`config.mk`:
```
export PLATFORM = sky130hd
export DESIGN_NAME = easy_fifo_axis_pkt_sync
export DESIGN_NICKNAME = d
export VERILOG_FILES = /design/src/rtl/easy_fifo_axis_pkt_sync.sv
export SDC_FILE = /design/constraint.sdc
export NUM_CORES = 1
export LEC_CHECK = 0
export CORE_ASPECT_RATIO = 1.2
export CORE_MARGIN = 2
export CORE_UTILIZATION = 55
export DETAILED_ROUTE_END_ITERATION = 12
export GPL_TIMING_DRIVEN = 0
export PLACE_DENSITY_LB_ADDON = 0.3
export SYNTH_ARGS = -nofsm -noshare
export SYNTH_HDL_FRONTEND = slang
export SYNTH_SLANG_ARGS = --single-unit
```
`constraint.sdc`:
```
create_clock -name clk -period 6.1 [get_ports clk]
set_input_delay 0.61 -clock clk [delete_from_list [all_inputs] [get_ports clk]]
set_output_delay 0.61 -clock clk [all_outputs]
set_load 0.01 [all_outputs]
```
`src/rtl/easy_fifo_axis_pkt_sync.sv`:
```
// Single-clock AXI-Stream FIFO with tkeep/tlast/tuser sideband, optional store-and-forward
// packet mode, optional output register and fill flags. Build macro EASY_FIFO_PKT_DROP_EN enables drop-on-full packet mode.
module easy_fifo_axis_pkt_sync #(
  parameter int DWIDTH        = 32,
  parameter int UWIDTH        = 1,
  parameter int DEPTH         = 16,
  parameter int PKT_MODE      = 1,
  parameter int OUTPUT_REG    = 0,
  parameter int AFULL_THRESH  = DEPTH - 2,
  parameter int AEMPTY_THRESH = 2
) (
  input  logic                      clk,
  input  logic                      rst_n,
  input  logic [DWIDTH-1:0]         s_axis_tdata,
  input  logic [DWIDTH/8-1:0]       s_axis_tkeep,
  input  logic                      s_axis_tlast,
  input  logic [UWIDTH-1:0]         s_axis_tuser,
  input  logic                      s_axis_tvalid,
  output logic                      s_axis_tready,
  output logic [DWIDTH-1:0]         m_axis_tdata,
  output logic [DWIDTH/8-1:0]       m_axis_tkeep,
  output logic                      m_axis_tlast,
  output logic [UWIDTH-1:0]         m_axis_tuser,
  output logic                      m_axis_tvalid,
  input  logic                      m_axis_tready,
  output logic [$clog2(DEPTH):0]    fifo_cnt,
  output logic [$clog2(DEPTH):0]    pkt_cnt,
  output logic                      almost_full,
  output logic                      almost_empty,
  output logic                      drop_pulse
);

  localparam int KWIDTH = DWIDTH / 8;
  localparam int AW     = $clog2(DEPTH);
  localparam int PW     = AW + 1;
  localparam int EW     = UWIDTH + 1 + KWIDTH + DWIDTH;
  localparam int LAST_B = DWIDTH + KWIDTH;

`ifdef EASY_FIFO_PKT_DROP_EN
  localparam bit DROP = (PKT_MODE != 0);
`else
  localparam bit DROP = 1'b0;
`endif

  logic [EW-1:0] mem [DEPTH];
  logic [PW-1:0] wr_ptr, rd_ptr, cmt_ptr, vis_ptr;
  logic [PW-1:0] wr_ptr_nxt, rd_ptr_nxt, cmt_ptr_nxt, cnt_nxt, pkt_cnt_nxt;
  logic          ready_en, dropping;
  logic          full, fifo_avail, mem_rd, mem_wr, wr_acc, rollback, drop_now;
  logic          out_valid;
  logic [EW-1:0] rd_data, out_data, s_entry;

  assign s_entry = {s_axis_tuser, s_axis_tlast, s_axis_tkeep, s_axis_tdata};
  assign full    = (wr_ptr[PW-1] != rd_ptr[PW-1]) && (wr_ptr[AW-1:0] == rd_ptr[AW-1:0]);
  // In drop mode the reader must never see a packet that might still be rolled back.
  assign vis_ptr = DROP ? cmt_ptr : wr_ptr;
  assign rd_data = mem[rd_ptr[AW-1:0]];

  always_comb begin
    fifo_avail = (vis_ptr != rd_ptr);
    if (!DROP && PKT_MODE != 0)
      fifo_avail = (vis_ptr != rd_ptr) && ((pkt_cnt != '0) || full);
  end

  if (OUTPUT_REG != 0) begin : g_oreg
    logic load;
    assign load   = m_axis_tready | ~out_valid;
    assign mem_rd = fifo_avail & load;
    always_ff @(posedge clk or negedge rst_n) begin
      if (!rst_n) begin
        out_valid <= 1'b0;
        out_data  <= '0;
      end else if (load) begin
        out_valid <= fifo_avail;
        out_data  <= fifo_avail ? rd_data : '0;
      end
    end
  end else begin : g_fwft
    assign mem_rd    = fifo_avail & m_axis_tready;
    assign out_valid = fifo_avail;
    assign out_data  = fifo_avail ? rd_data : '0;
  end

  assign m_axis_tvalid = out_valid;
  assign {m_axis_tuser, m_axis_tlast, m_axis_tkeep, m_axis_tdata} = out_data;

  // A read freeing the full slot in the same cycle lets a write through, so a
  // full FIFO with a draining consumer keeps streaming.
  assign s_axis_tready = ready_en & (DROP | ~full | mem_rd);
  assign wr_acc        = s_axis_tvalid & s_axis_tready;
  assign drop_now      = DROP & wr_acc & (dropping | full);
  assign rollback      = DROP & wr_acc & ~dropping & full;
  assign mem_wr        = wr_acc & ~drop_now;
  assign drop_pulse    = drop_now & s_axis_tlast;

  assign wr_ptr_nxt  = rollback ? cmt_ptr : wr_ptr + PW'(mem_wr);
  assign cmt_ptr_nxt = (mem_wr && s_axis_tlast) ? wr_ptr + PW'(1) : cmt_ptr;
  assign rd_ptr_nxt  = rd_ptr + PW'(mem_rd);
  assign cnt_nxt     = wr_ptr_nxt - rd_ptr_nxt;
  assign pkt_cnt_nxt = pkt_cnt + PW'(mem_wr & s_axis_tlast) - PW'(mem_rd & rd_data[LAST_B]);

  always_ff @(posedge clk) begin
    if (mem_wr) mem[wr_ptr[AW-1:0]] <= s_entry;
  end

  always_ff @(posedge clk or negedge rst_n) begin
    if (!rst_n) begin
      wr_ptr       <= '0;
      rd_ptr       <= '0;
      cmt_ptr      <= '0;
      ready_en     <= 1'b0;
      dropping     <= 1'b0;
      fifo_cnt     <= '0;
      pkt_cnt      <= '0;
      almost_full  <= 1'b0;
      almost_empty <= 1'b1;
    end else begin
      wr_ptr       <= wr_ptr_nxt;
      rd_ptr       <= rd_ptr_nxt;
      cmt_ptr      <= cmt_ptr_nxt;
      ready_en     <= 1'b1;
      if (drop_now) dropping <= ~s_axis_tlast;
      fifo_cnt     <= cnt_nxt;
      pkt_cnt      <= pkt_cnt_nxt;
      almost_full  <= (cnt_nxt >= PW'(AFULL_THRESH));
      almost_empty <= (cnt_nxt <= PW'(AEMPTY_THRESH));
    end
  end

endmodule

```
==> flow_results.org <==
** Yosys
- Total number of yosys warnings :: 0
- Number of distinct standard cells referenced by the synthesized netlist :: between 40 and 50
- #FFs+latches synth :: between 600 and 700
- The most used flip-flop cell after synthesis is sky130_fd_sc_hd__edfxtp_1.
- Sequential share of the synthesized area :: about 78%
- In the synthesized netlist, the cells that appear most often are 608 x sky130_fd_sc_hd__edfxtp_1, 152 x sky130_fd_sc_hd__mux4_2, 75 x sky130_fd_sc_hd__o22ai_1.
- Counting flops with an async set or reset pin after synthesis yields a share of between 3 and 4%.
- Dominant cell type by area after synthesis :: sky130_fd_sc_hd__edfxtp_1
- Fraction of synthesized cell area taken by the top area cell type :: around 75%
- A synthesized cell averages 22.8 um^2.
- By area the synthesized netlist is led by sky130_fd_sc_hd__edfxtp_1 75%, sky130_fd_sc_hd__mux4_2 14%, sky130_fd_sc_hd__dfrtp_1 2.3%, sky130_fd_sc_hd__o22ai_1 1.9%, sky130_fd_sc_hd__nor3_2 0.87%.
- Most frequently used cell type in the post-synthesis netlist :: sky130_fd_sc_hd__edfxtp_1
- Post-synth EDFFs :: around 600
- The mapped netlist covers between 20000 and 25000 um^2.
- Counting every net in the synthesized netlist gives ~1100.
- Cells after Synth :: between 1000 and 1500

** Setup path
- The startpoint identified for the worst register-to-register timing path is vis_ptr[0].
- Reg-to-reg slack, setup :: between 2000 and 2500 ps
- Start-to-end type of the worst setup path :: flop to primary output
- CP endpoint kind :: primary output
- Destination of the worst register-to-register timing path :: almost_empty
- Critical-path maximum fanout :: 10
- STA classifies the critical path startpoint as a flop.
- STA puts the critical path data required time at around 5500 ps.
- Measured in cells, the most critical reg-to-reg path has a length of 15.
- Arr. time, crit path :: 3660 ps

** Cells and area
- At the end of the flow, the number of nets in the layout was ~1300.
- Layout cells sized above 1 :: about 28%
- Relative to the synthesized area, the layout overhead comes to 17.3%.
- The finished cells cover about 28000 um^2.
- # diodes :: 0

** Clocking
- Clock tree root buffer cell :: sky130_fd_sc_hd__clkbuf_16
- The clock tree synthesis step divided the H-tree into 2 levels.
- CTS tree :: yes
- Number of cells upsized or downsized after cts :: 0
- Post-CTS setup repair buffer count :: 0
- Clock sinks :: 631
- For this design, the CTS-stage hold fixing added 0 buffers.
- TritonCTS Buffers :: 58
- Clock-pin slew was measured on the worst setup and hold paths at approximately 60 ps.
- No sink is reached through more buffers than the 3 on the longest clock path.
- At the later pin of the worst-skew pair, clock insertion delay measures between 500 and 600 ps.

** Outcome
- The flow ran to the end, and the final reports show no timing, DRC or antenna violations.

** Timing
- In this run the tightest slew margin relative to its limit is about 29%.
- The final-report max-slew violation count is 0.
- Unrepaired setup endpoints after global routing :: false
- For this run, the top clock speed supported by timing is approximately 0.23 GHz.
- The final-report hold violation count is 0.
- Setup violations remaining at the end of the flow were counted as 0.
- Skew final :: around 13 ps
- Hold Worst Slack :: ~530 ps
- Of the available clock period, the critical path in the final layout requires between 70% and 80%.
- Sum of negative setup slack :: 0 ps
- After layout, the worst setup slack is ~1800 ps.
- Transition time of the tightest slew-check pin :: ~1100 ps
- Period minus WS final :: roughly 4300 ps

** Die
- The floorplan step set the die height to ~230 um.
- The die covers 45700 um^2.
- Std cell rows :: 84
- Measured along the x axis, the die boundary spans 196 um.
- I/O pin total :: 95
- Once the floorplan was initialized, standard cells occupied 55.5% of the core.
- Core region area :: approximately 44000 um^2

** Route
- For this block, the via count after detailed routing is between 10000 and 15000.
- Total DRC errors in the routed layout :: 0
- Dividing the detail-routed via count by the number of cells gives between 6 and 7.
- Average wire per cell in the routed design :: around 28 um
- Summed over all layers, the routed wires come to about 52000 um.
- The detailed router finished its first iteration with between 1000 and 1500 violations.
- First-pass iteration count of the detailed router :: 5
- Number of nets still failing antenna checks after routing :: 0

** Pwr
- Leakage power figure :: between 9 and 10 nW
- Power per cell area :: around 480 nW/um^2
- Peak supply drop :: a little over 400 uV

** GRT
- Total grt overflow :: 0
- The via count of the first global-routing pass came to 12600.
- Entering global routing, the biggest net connects 24 pins.
- The initial antenna violation count was 1.
- First-pass GRT wire length :: 76800 um
- Global routing consumed, over all layers together, between 20% and 30% of the routing resources.

** Worst hold path
- In this run the most critical hold path is launched from vis_ptr[4].
- Hold Path Cell Cnt :: 1
- The min-delay analysis places its worst path in the category flop to flop.
- Destination of the worst hold path :: vis_ptr[4]

** Placement
- Worst slack at placement :: a little under 2000 ps
- Number of port buffers :: 93
- Routability-driven placement finished with a final weighted congestion of a little over 0.7.
- HPWL reported at the end of detailed placement :: 32500 um
- Summing all placed instances gives a cell area of between 20000 and 30000 um^2.

** Job
- Max-capacitance violation count :: 0
per-stage QoR:
| stage | cells | power (W) | util (%) |
|---|---|---|---|
| finish | 1871 | 0.0136 | 65.1 |
| global route | 1871 | 0.0142 | 65.1 |
| CTS | 1871 | 0.0137 | 65.1 |
| detailed placement | 1764 | 0.0102 | 60.8 |
| global placement | 1715 | 0.0100 | 59.2 |
| floorplan | 1063 | 0.00823 | - |
where the power goes:
group          total, W  leakage, nW  switching (W)  internal, W
Combinational   0.00491         2.46        0.00258      0.00234
Clock           0.00354        0.901        0.00151      0.00203
Sequential      0.00515         5.75      0.0000842      0.00506
cells by family (layout without fill, tap and decap cells):
| logic type | Yosys count | count (layout) | synth area share [%] |
|---|---|---|---|
| flip-flops | 631 | 631 | 77.8 |
| multiplexers | 154 | 154 | 14.2 |
| AO/OA/AOI/OAI | 87 | 87 | 2.33 |
| AND/OR/NAND/NOR | 77 | 77 | 2.10 |
| buffers and inverters | 77 | 326 | 1.72 |
| XOR/XNOR | 19 | 19 | 0.874 |
| adder cells (fa/ha/maj) | 16 | 16 | 0.889 |
| other | 2 | 2 | 0.0310 |
sequential cells by signal, indices dropped and copies added, names as in the netlist:
signal        cells
almost_empty      1
pkt_cnt           5
vis_ptr           5
almost_full       1
rd_ptr            5
fifo_cnt          5
mem             608
ready_en          1
routing by layer:
layer / track usage [%] / share of wire, %
met3: 3.52 / 6.2
met1: 30.1 / 39
met5: 0 / 0.017
met4: 8.11 / 3.1
met2: 40.7 / 52
final cells by class:
class | count | area [um^2]
timing repair buffer | 142 | 1530
multi-input combinational | 355 | 5050
clock inverter | 33 | 283
sequential | 631 | 18800
fill | 2788 | 15200
tap | 559 | 699
buffer | 61 | 357
clock buffer | 74 | 1580
inverter | 16 | 60.1
worst max path at each step:
stage             startpoint               end  slack [ps]
2_1_floorplan     vis_ptr[0]         mem[2][0]         860
3_3_place_gp   m_axis_tready        mem[2][20]       -3260
3_5_place_dp   m_axis_tready      almost_empty        1930
4_1_cts            rd_ptr[1]  m_axis_tdata[10]        1810
5_1_grt            rd_ptr[1]  m_axis_tdata[10]        1680
6_report           rd_ptr[1]  m_axis_tdata[10]        1830
placed cells by master, fill, tap and decap left out, types with 6 or more instances in the layout:
cell type,count
sky130_fd_sc_hd__xor2_1,6
sky130_fd_sc_hd__clkbuf_1,33
sky130_fd_sc_hd__nor3_1,17
sky130_fd_sc_hd__buf_2,17
sky130_fd_sc_hd__nand2_1,6
sky130_fd_sc_hd__o22ai_1,75
sky130_fd_sc_hd__edfxtp_1,608
sky130_fd_sc_hd__buf_4,33
sky130_fd_sc_hd__buf_6,26
sky130_fd_sc_hd__clkinv_1,15
sky130_fd_sc_hd__nor3_2,27
sky130_fd_sc_hd__xnor2_1,8
sky130_fd_sc_hd__dfrtp_1,22
sky130_fd_sc_hd__clkinv_2,9
sky130_fd_sc_hd__mux4_2,152
sky130_fd_sc_hd__clkbuf_16,61
sky130_fd_sc_hd__buf_12,6
sky130_fd_sc_hd__clkdlybuf4s50_1,93
sky130_fd_sc_hd__nor2_4,6
sky130_fd_sc_hd__ha_1,14
sky130_fd_sc_hd__inv_1,16
critical path, cell delays in order (launching register included):
cell and delay (ps):
sky130_fd_sc_hd__dfrtp_1 350, sky130_fd_sc_hd__buf_2 240, sky130_fd_sc_hd__or2_2 170, sky130_fd_sc_hd__clkbuf_1 560, sky130_fd_sc_hd__clkbuf_1 560, sky130_fd_sc_hd__o22ai_1 190
sky130_fd_sc_hd__nor3_1 390, sky130_fd_sc_hd__clkdlybuf4s50_1 620
(Power assumes the default switching activity.)
==> edit: new RTL, same settings <==
The parameter `PKT_MODE` goes from 1 to 0.
--- a/src/rtl/easy_fifo_axis_pkt_sync.sv
+++ b/src/rtl/easy_fifo_axis_pkt_sync.sv
@@ -4,7 +4,7 @@
   parameter int DWIDTH        = 32,
   parameter int UWIDTH        = 1,
   parameter int DEPTH         = 16,
-  parameter int PKT_MODE      = 1,
+  parameter int PKT_MODE      = 0,
   parameter int OUTPUT_REG    = 0,
   parameter int AFULL_THRESH  = DEPTH - 2,
   parameter int AEMPTY_THRESH = 2
Check against the original RTL: not equivalent (a bounded check fails within 4 cycles, from zero or initial values and one cycle with rst_n low).
==> edit against the unedited design <==
  * Worst setup slack worse by 0.25 ns
  * Area after synthesis is 0.13% lower
  * Power is 3.9% lower
  * Final area is 0.44% lower
  * Largest cell class unchanged
  * Utilization decreased by 0.28 points
  * Critical path depth rose by 7
  * First-iteration DRC count is 5.2% lower
  * Non-clock buffer count rose by 31
  * Sequential cell count unchanged
  * Routed wire length is 0.98% higher
==> edit: results (changes against the unedited design) <==
- Status: finished clean (unchanged)
- Clk_skew: 0.0169 ns (was 0.0125 ns)
- Root Buffer: clkbuf_16 (unchanged)
- DRT iter0 DRCs: 1057 (was 1115)
- Postcts setup bufs: 0 (unchanged)
- Initial antenna violation count: 4 (was 1)
- R2R Setup Slk: 1.58 ns (was 2.14 ns)
- Drt pass-1 iters: 5 (unchanged)
- Hold Path Stages: 1 (unchanged)
- Port Buf Inserts: 93 (unchanged)
- Seq/Total Area, Yosys: 77.9% (was 77.8%)
- Vias in the first global route: 12200 (was 12600)
- H-tree level count: 2 (unchanged)
- Clk pin slew, worst setup/hold paths: 0.07 ns
- Number of vias per cell: 6.29 (was 6.27)
- Worst hold endpoint: rd_ptr[1] (was vis_ptr[4])
- Share of layout cells above drive strength 1: 26.9% (was 28.1%)
- Worst reg-to-reg path cell count: 14 (was 15)
- Worst hold start: rd_ptr[1] (was vis_ptr[4])
- Longest Clk Path Bufs: 3 (unchanged)
- WL final: 52.1 mm (was 51.6 mm)
- DP Area: 26600 sq um (was 26500 sq um)
- Largest net degree at the start of global routing: 24 (unchanged)
- HP Class: register to register (unchanged)
- Async S/R FF share, synth: 3.65% (unchanged)
- Worst-margin pin slew: 1.14 ns (was 1.07 ns)
- PostCTS Resize Cnt: 0 (unchanged)
- Final net count: 1352 (was 1323)
- Tmin final: 4.52 ns (was 4.27 ns)
- Post-synth EDFFs: 608 (unchanged)
- Yosys cell types: 41 (was 42)
- Later-pin clock latency in the skew report: 0.59 ns (about the same)
- Worst reg2reg startpoint: rd_ptr[1] (was vis_ptr[0])
- Post-synthesis net count: 1119 (was 1121)
- Global-route wire length before repair: 77.6 mm (was 76.8 mm)
- Synth top cells by count: edfxtp_1 (608), mux4_2 (153), a22oi_1 (74) (was edfxtp_1 (608), mux4_2 (152), o22ai_1 (75))
- Num CTS Buffers: 57 (was 58)
- Worst VDD drop: 269 uV (was 408 uV)
- Tot GR Track Use: 23.4% (was 23.2%)
- Hpwl dp: 34.1 mm (was 32.5 mm)
- Max reg flops: 608 (unchanged)
- CP Max Fanout: 10 (unchanged)
- Reg-to-reg critical path endpoint: almost_empty (unchanged)
- Synth Warn #: 0 (unchanged)
- P_leak: 0.00911 uW (about the same)
- GPL Wtd Cong: 0.769 (was 0.725)
- Ranking of synthesized cells by area: edfxtp_1 (76%), mux4_2 (14%), a22oi_1 (2.3%), dfrtp_1 (2.3%), a21oi_1 (0.83%) (was edfxtp_1 (75%), mux4_2 (14%), dfrtp_1 (2.3%), o22ai_1 (1.9%), nor3_2 (0.87%))
-- edit: changes by cell type after synthesis, moves of 5 or more --
cell      unedited run  this run
nor2b_1              0         5
clkbuf_1            20        25
nor4_1               2        12
a21oi_1              4        40
nor3_2              21         0
o22ai_1             75         0
nor3_1              24         0
a22oi_1              0        74
nor2_1               8         3
-- edit: metrics by stage --
stage / hold WS, ns / power (uW) / instances / worst slack (ns)
after global placement: 0.507 / 9750 / 1714 / -4.10
after detailed placement: 0.520 / 9880 / 1795 / 1.61
after global routing: 0.547 / 13600 / 1897 / 1.41
final: 0.533 / 13100 / 1899 / 1.58
after CTS: 0.536 / 13200 / 1897 / 1.60
after floorplan: 0.314 / 8060 / 1062 / 0.803
-- edit: power breakdown --
part | internal (uW) | switching, uW | leakage, uW
clock network | 1830 | 1470 | 0.000822
registers | 5050 | 86.6 | 0.00575
logic | 2200 | 2430 | 0.00255
-- edit: final cells by class --
class | instances | area (sq um)
Clock buffer | 70 | 1480
Inverter | 18 | 67.6
Tap cell | 559 | 699
Fill cell | 2805 | 15300
Sequential cell | 631 | 18800
Buffer | 60 | 319
Timing Repair Buffer | 174 | 1600
Clock inverter | 32 | 231
Antenna cell | 2 | 5.00
Multi-Input combinational cell | 353 | 5030
-- edit: layer usage --
metal | vias to the layer above | global-route usage (%) | share of wire (%)
met2 | 577 | 39.2 | 50
met3 | 96 | 4.29 | 8.0
met1 | 6287 | 31.9 | 39
met4 | 4 | 6.80 | 2.4
li1 | 4979 | - | -
met5 | - | 0 | 0.056
-- edit: worst max-delay path by stage --
stage              endpoint  cells after the start          start  slack [ns]
2_1_floorplan    mem[10][0]                      6      rd_ptr[1]        0.80
3_3_place_gp    mem[12][20]                      4  m_axis_tready       -4.10
4_1_cts        almost_empty                     14      rd_ptr[1]        1.60
3_5_place_dp   almost_empty                     14      rd_ptr[1]        1.61
6_report       almost_empty                     14      rd_ptr[1]        1.58
5_1_grt        almost_empty                     14      rd_ptr[1]        1.41
-- edit: cell families (layout without fill, tap and decap cells) --
kind of cell	after synthesis	count (layout)	share of synthesized area (%)
XOR/XNOR	20	20	0.849
buffers and inverters	78	354	1.60
multiplexers	153	153	14.3
AO/OA/AOI/OAI	123	123	3.49
AND/OR/NAND/NOR	40	40	1.02
other	2	4	0.0311
adder cells (fa/ha/maj)	15	15	0.839
flip-flops	631	631	77.9
-- edit: worst max-delay path, cell delays in order, from the launching register on --
cell and delay [ns]:
dfrtp_1 0.38, buf_2 0.19, xnor2_1 0.21, nand4_1 0.23
nor2_1 0.59, clkbuf_1 0.65, nor2b_1 0.11, ha_1 0.25
ha_1 0.30, inv_1 0.07, fa_1 0.44, a21o_1 0.18
a21oi_1 0.16, xor3_1 0.30, a2111oi_2 0.35
